--- src/rtl/weather_timebase_rain.sv ---
// Timebase, front-panel mode/clear control and tipping-bucket rain accumulation.
// Button and rain inputs are synchronized, then debounced on the 1 kHz sample tick.

module weather_timebase_rain_debounce #(
  parameter int unsigned N = 20
) (
  input  logic clk,
  input  logic rst_n,
  input  logic sample,
  input  logic din,
  output logic fall
);
  localparam int unsigned CW = (N > 1) ? $clog2(N) : 1;

  logic [1:0]    sync;
  logic [CW-1:0] run;
  logic          level;
  logic          done;

  // The run completes on the N-th consecutive differing sample.
  assign done = sample && (sync[1] != level) && (run == CW'(N - 1));
  assign fall = done && !sync[1];

  always_ff @(posedge clk or negedge rst_n) begin
    if (!rst_n) begin
      sync  <= '1;
      run   <= '0;
      level <= 1'b1;
    end else begin
      sync <= {sync[0], din};
      if (sample) begin
        if (sync[1] == level) begin
          run <= '0;
        end else if (done) begin
          level <= sync[1];
          run   <= '0;
        end else begin
          run <= run + 1'b1;
        end
      end
    end
  end
endmodule

module weather_timebase_rain #(
  parameter int unsigned CLK_PER_MS = 1000,
  parameter int unsigned DEMO_MS    = 10,
  parameter int unsigned RAIN_STEP  = 20,
  parameter int unsigned BTN_DEB    = 20,
  parameter int unsigned RAIN_DEB   = 5
) (
  input  logic        Clock,
  input  logic        nReset,
  input  logic        Demo,
  input  logic        nMode,
  input  logic        nStart,
  input  logic        nRain,
  output logic        tick_1kHz,
  output logic        tick_1Hz,
  output logic [2:0]  display_mode,
  output logic        nClear_time,
  output logic        nClear_rain,
  output logic [15:0] total_rain_pulses,
  output logic [3:0]  rain_hundreds_bcd,
  output logic [3:0]  rain_tens_bcd,
  output logic [3:0]  rain_units_bcd,
  output logic [3:0]  rain_tenths_bcd,
  output logic [3:0]  rain_hundredths_bcd
);
  localparam int unsigned CYC_W   = $clog2(CLK_PER_MS);
  localparam logic [3:0]  STEP_LO = 4'(RAIN_STEP % 10);
  localparam logic [3:0]  STEP_HI = 4'((RAIN_STEP / 10) % 10);

  typedef enum logic [2:0] {
    MODE0 = 3'd0,
    MODE1 = 3'd1,
    MODE2 = 3'd2,
    MODE3 = 3'd3,
    MODE4 = 3'd4
  } mode_e;

  logic [CYC_W-1:0] cyc_cnt;
  logic [9:0]       ms_cnt;
  logic [9:0]       ms_term;
  logic             mode_fall;
  logic             start_fall;
  logic             rain_fall;
  mode_e            state;
  logic [19:0]      rain_bcd;
  logic [19:0]      bcd_sum;
  logic [19:0]      bcd_next;
  logic [5:0]       carry;

  assign ms_term = Demo ? 10'(DEMO_MS - 1) : 10'd999;

  // >= rather than == so that switching into demo mode past the short terminal fires at once.
  always_ff @(posedge Clock or negedge nReset) begin
    if (!nReset) begin
      cyc_cnt   <= '0;
      ms_cnt    <= '0;
      tick_1kHz <= 1'b0;
      tick_1Hz  <= 1'b0;
    end else begin
      tick_1kHz <= 1'b0;
      tick_1Hz  <= 1'b0;
      if (cyc_cnt == CYC_W'(CLK_PER_MS - 1)) begin
        cyc_cnt   <= '0;
        tick_1kHz <= 1'b1;
        if (ms_cnt >= ms_term) begin
          ms_cnt   <= '0;
          tick_1Hz <= 1'b1;
        end else begin
          ms_cnt <= ms_cnt + 1'b1;
        end
      end else begin
        cyc_cnt <= cyc_cnt + 1'b1;
      end
    end
  end

  weather_timebase_rain_debounce #(.N(BTN_DEB)) u_deb_mode (
    .clk(Clock), .rst_n(nReset), .sample(tick_1kHz), .din(nMode), .fall(mode_fall)
  );
  weather_timebase_rain_debounce #(.N(BTN_DEB)) u_deb_start (
    .clk(Clock), .rst_n(nReset), .sample(tick_1kHz), .din(nStart), .fall(start_fall)
  );
  weather_timebase_rain_debounce #(.N(RAIN_DEB)) u_deb_rain (
    .clk(Clock), .rst_n(nReset), .sample(tick_1kHz), .din(nRain), .fall(rain_fall)
  );

  always_ff @(posedge Clock or negedge nReset) begin
    if (!nReset) begin
      state       <= MODE0;
      nClear_time <= 1'b1;
      nClear_rain <= 1'b1;
    end else begin
      nClear_time <= !start_fall;
      nClear_rain <= !start_fall;
      if (mode_fall) begin
        case (state)
          MODE0:   state <= MODE1;
          MODE1:   state <= MODE2;
          MODE2:   state <= MODE3;
          MODE3:   state <= MODE4;
          default: state <= MODE0;
        endcase
      end
    end
  end

  assign display_mode = state;

  function automatic logic [4:0] digit_add(input logic [3:0] a, input logic [3:0] b,
                                           input logic cin);
    logic [4:0] s;
    s = {1'b0, a} + {1'b0, b} + {4'b0, cin};
    if (s > 5'd9) return {1'b1, 4'(s - 5'd10)};
    return {1'b0, s[3:0]};
  endfunction

  // Digits ordered hundredths (LSB) up to hundreds; carry out of hundreds saturates.
  always_comb begin
    carry    = '0;
    bcd_sum  = '0;
    {carry[1], bcd_sum[3:0]}   = digit_add(rain_bcd[3:0],   STEP_LO, 1'b0);
    {carry[2], bcd_sum[7:4]}   = digit_add(rain_bcd[7:4],   STEP_HI, carry[1]);
    {carry[3], bcd_sum[11:8]}  = digit_add(rain_bcd[11:8],  4'd0,    carry[2]);
    {carry[4], bcd_sum[15:12]} = digit_add(rain_bcd[15:12], 4'd0,    carry[3]);
    {carry[5], bcd_sum[19:16]} = digit_add(rain_bcd[19:16], 4'd0,    carry[4]);
    bcd_next = carry[5] ? 20'h99999 : bcd_sum;
  end

  always_ff @(posedge Clock or negedge nReset) begin
    if (!nReset) begin
      total_rain_pulses <= '0;
      rain_bcd          <= '0;
    end else if (!nClear_rain) begin
      total_rain_pulses <= '0;
      rain_bcd          <= '0;
    end else if (rain_fall) begin
      if (total_rain_pulses != '1) total_rain_pulses <= total_rain_pulses + 1'b1;
      rain_bcd <= bcd_next;
    end
  end

  assign rain_hundreds_bcd   = rain_bcd[19:16];
  assign rain_tens_bcd       = rain_bcd[15:12];
  assign rain_units_bcd      = rain_bcd[11:8];
  assign rain_tenths_bcd     = rain_bcd[7:4];
  assign rain_hundredths_bcd = rain_bcd[3:0];
endmodule

--- config.mk ---
export PLATFORM = sky130hd
export DESIGN_NAME = weather_timebase_rain
export DESIGN_NICKNAME = d
export VERILOG_FILES = /design/src/rtl/weather_timebase_rain.sv
export SDC_FILE = /design/constraint.sdc
export NUM_CORES = 1
export LEC_CHECK = 0
export ABC_CLOCK_PERIOD_IN_PS = 5900
export CORE_MARGIN = 3
export CORE_UTILIZATION = 57
export CTS_BUF_LIST = sky130_fd_sc_hd__clkbuf_4 sky130_fd_sc_hd__clkbuf_8
export CTS_CLUSTER_DIAMETER = 40
export DETAILED_ROUTE_END_ITERATION = 10
export MAX_ROUTING_LAYER = met4
export PLACE_DENSITY = 0.8
export SKIP_LAST_GASP = 1
export SLEW_MARGIN = 0
export SYNTH_ARGS = -nofsm -noshare
export SYNTH_HDL_FRONTEND = slang
export SYNTH_SLANG_ARGS = --single-unit
--- constraint.sdc ---
create_clock -name Clock -period 5.9 [get_ports Clock]
set_input_delay 1.77 -clock Clock [delete_from_list [all_inputs] [get_ports Clock]]
set_output_delay 1.77 -clock Clock [all_outputs]
set_load 0.05 [all_outputs]
==> impl_metrics.tcl <==
set metrics [dict create \
    rsz0062_at_grt "false" \
    vias 3768 \
    root_buffer "clkbuf_8" \
    multi_input_area_sq_um 2470 \
    clk_latency_ns 0.36 \
    ctsHoldBuffers 0 \
    final_util_pct 70.5 \
    synth-seq-cells 84 \
    port_buffers 48 \
    total_power_mw 1.11 \
    track_usage_pct 22.5 \
    startpoint_type "register" \
    antenna_found_initial 0 \
    first_global_vias 3657 \
    nFillCells 620 \
    rows 32 \
    arrival_ns 5.79 \
    hold_depth 0 \
    finalHoldViolCount 0 \
    die_w_microns 96.9 \
    reg2reg_depth 25 \
    final_cell_mix "dfrtp_1, clkdlybuf4s50_1, nand2_1" \
    relSlewSlack_pct 58.4 \
    gp_congestion 0.869 \
    r2r-start "rain_bcd[2]$_DFFE_PN0P_" \
    clk_pin_slew_ns 0.09 \
    wire_per_inst_microns 15.5 \
    synth-main-ff-cell "dfrtp_1" \
    maxSlewViolCount 0 \
    stdcell_count 636 \
    drt_iter0_drc 156 \
    overflow 0 \
    crit_path_max_fanout 8 \
    syn_inst 481 \
    leakagePower_nw 2.33 \
    yosysUniqueCellTypes 64 \
    finClkSkew_ns 0.0145 \
    grt_max_degree 47 \
    hold_path.class "reg2reg" \
    place_hpwl_mm 6.97 \
    status "completed" \
    cellPowerDensity_nw_per_um2 200 \
    rrSetupSlack_ns 0.41 \
    worstSetupEndpointType "register" \
    ys_async_sr_fraction_pct 100 \
    yosysWarnings 0 \
    worst_pin_slew_ns 0.623 \
    cts_buffer_depth 2 \
    critPathRequiredTime_ns 6.20 \
    netlist_area_sq_um 4710 \
    syn-mean-instance-area_sq_um 9.80 \
    first_pass_iters 4 \
    wirelength_mm 9.87 \
    ant_nets 0 \
    r2r_end "rain_bcd[14]$_DFFE_PN0P_" \
    fmax_ghz 0.182 \
    seqCellArea_sq_um 2110 \
    initial_utilization_pct 59.8 \
    crit_top_cell "ha_1" \
    dpl.cell_count 619 \
    slowest_delay_ns 0.43 \
    cts_tree "done" \
    cts_made_buffers 9 \
    route.detailed.drc 0 \
    diodes 0 \
    crit_path_top_delay_cell "dfrtp_1" \
    area_delta_synth_final_pct 17.9 \
    htree_levels 3 \
    fin_nets 562 \
    syn_nets 514 \
    ys_seq_area_share_pct 44.9 \
    fin_tns_setup_ns 0 \
    die_area_sq_um 9400 \
    vias_per_cell 5.92 \
    core_sq_um 7890 \
    drive_above_1_share_pct 10.7 \
    mostFrequentLayoutCell "dfrtp_1" \
    vdd_drop_max_uv 138 \
    drv_cap 0 \
    fin_crit_ns 5.49 \
    cts.sinks 84 \
    synth-edff-count 0 \
    grt_first_pass_wirelength_mm 17.2 \
    critPathKind "reg2reg" \
    final-setup-viol-count 0 \
    hp-start "u_deb_rain.sync[0]$_DFF_PN1_" \
    fp.dieH_microns 96.9 \
    hold_path_end "u_deb_rain.sync[1]$_DFF_PN1_" \
    period_share_pct 93.1 \
    ios 49 \
]
-- what timing repair did --
action	4_1_cts	5_1_grt
gates resized for setup	0	8
endpoints found under the setup margin	0	19
setup buffers	0	1
-- registers in the layout (all words and copies together), names as in the netlist --
| signal | count |
|---|---|
| tick_1kHz | 1 |
| u_deb_mode.run | 5 |
| total_rain_pulses | 16 |
| cyc_cnt | 10 |
| display_mode | 3 |
| ms_cnt | 10 |
| u_deb_mode.level | 1 |
| u_deb_start.run | 5 |
| nClear_rain | 1 |
| u_deb_rain.run | 3 |
| u_deb_start.level | 1 |
| u_deb_rain.level | 1 |
| u_deb_rain.sync | 2 |
| u_deb_start.sync | 2 |
| tick_1Hz | 1 |
| u_deb_mode.sync | 2 |
| rain_bcd | 20 |
-- per-stage QoR --
| stage | setup WS [ns] | hold slack [ns] | instance area (sq um) |
|---|---|---|---|
| 3_5_place_dp | 0.108 | 0.350 | 5270 |
| 5_1_grt | 0.00636 | 0.368 | 5560 |
| 4_1_cts | 0.0253 | 0.362 | 5520 |
| 3_3_place_gp | 0.383 | 0.346 | 5270 |
| 2_1_floorplan | 0.512 | 0.345 | 4710 |
| 6_report | 0.408 | 0.361 | 5560 |
-- report_power, final --
part | switching (mW) | leakage (nW) | internal, mW
Clock | 0.205 | 0.128 | 0.300
Combinational | 0.0191 | 1.11 | 0.00869
Sequential | 0.00127 | 1.09 | 0.579
Total | 0.225 | 2.33 | 0.888
-- metal layers --
layer  track usage (%)  part of all wire, %
met1              29.5                   46
met2              35.8                   49
met5                 -                    0
met4              8.21                  1.3
met3              3.24                  4.0
-- cell type report --
| cell class | instances | area share [%] |
|---|---|---|
| clock buffers | 11 | 2.61 |
| clock inverters | 5 | 1.94 |
| inverters | 25 | 1.69 |
| multi-input cells | 358 | 44.4 |
| flip-flops and latches | 84 | 38.0 |
| well taps | 102 | 2.30 |
| repair buffers | 51 | 9.00 |
-- worst max-delay path, delay by kind of cell (launching register included) --
kind                     cells  cell delay [ns]
AO/OA/AOI/OAI                9             1.63
adder cells (fa/ha/maj)      8             2.00
flip-flops                   1             0.43
buffers and inverters        3             0.37
AND/OR/NAND/NOR              4             0.76
multiplexers                 1             0.24
-- cells in the mapped netlist (2+ instances only) --
library cell / count / area, sq um
buf_2: 3 / 15.0
nor3_1: 15 / 75.1
or3_1: 5 / 31.3
o2bb2ai_1: 6 / 52.6
nand4_1: 7 / 43.8
xor2_1: 12 / 105
o211ai_1: 3 / 22.5
or2_2: 2 / 12.5
nand2_1: 40 / 150
xnor2_1: 17 / 149
a211oi_1: 2 / 15.0
nand3_1: 18 / 90.1
a2bb2oi_2: 2 / 30.0
nand4b_1: 2 / 17.5
o22ai_1: 4 / 25.0
a2bb2oi_1: 2 / 17.5
and3_1: 6 / 37.5
o21ai_0: 34 / 170
buf_4: 3 / 22.5
a21o_1: 6 / 45.0
or2_1: 3 / 18.8
mux2_2: 5 / 56.3
clkbuf_1: 8 / 30.0
nand2b_1: 12 / 75.1
o2111ai_1: 2 / 17.5
nand2_2: 2 / 12.5
o21ai_1: 8 / 40.0
nor2_1: 33 / 124
ha_1: 27 / 338
a22o_1: 6 / 52.6
mux2i_1: 6 / 60.1
and2_1: 3 / 18.8
dfrtp_1: 74 / 1850
o31ai_1: 7 / 52.6
inv_1: 23 / 86.3
a21oi_1: 24 / 120
or4_1: 4 / 30.0
dfstp_2: 10 / 263
a311oi_1: 3 / 26.3
nor4_1: 3 / 18.8
nor3b_1: 2 / 15.0
and4_1: 3 / 26.3
nor2b_1: 2 / 12.5
a2111oi_2: 2 / 30.0
-- cell families after synthesis --
| logic type | count (synthesis) | share of synthesized area, % |
|---|---|---|
| AO/OA/AOI/OAI | 123 | 18.0 |
| XOR/XNOR | 29 | 5.39 |
| adder cells (fa/ha/maj) | 27 | 7.17 |
| buffers and inverters | 39 | 3.42 |
| flip-flops | 84 | 44.9 |
| multiplexers | 11 | 2.47 |
| AND/OR/NAND/NOR | 168 | 18.7 |
-- how the worst max path moves through the flow --
stage / to / depth (start not counted) / start
2_1_floorplan: rain_bcd[11]$_DFFE_PN0P_ / 26 / rain_bcd[2]$_DFFE_PN0P_
5_1_grt: rain_bcd[14]$_DFFE_PN0P_ / 25 / rain_bcd[2]$_DFFE_PN0P_
4_1_cts: rain_bcd[6]$_DFFE_PN0P_ / 24 / rain_bcd[2]$_DFFE_PN0P_
3_3_place_gp: rain_bcd[6]$_DFFE_PN0P_ / 24 / rain_bcd[2]$_DFFE_PN0P_
6_report: rain_bcd[14]$_DFFE_PN0P_ / 25 / rain_bcd[2]$_DFFE_PN0P_
3_5_place_dp: rain_bcd[6]$_DFFE_PN0P_ / 24 / rain_bcd[2]$_DFFE_PN0P_
Note: power is estimated with default switching activity, not from simulation.
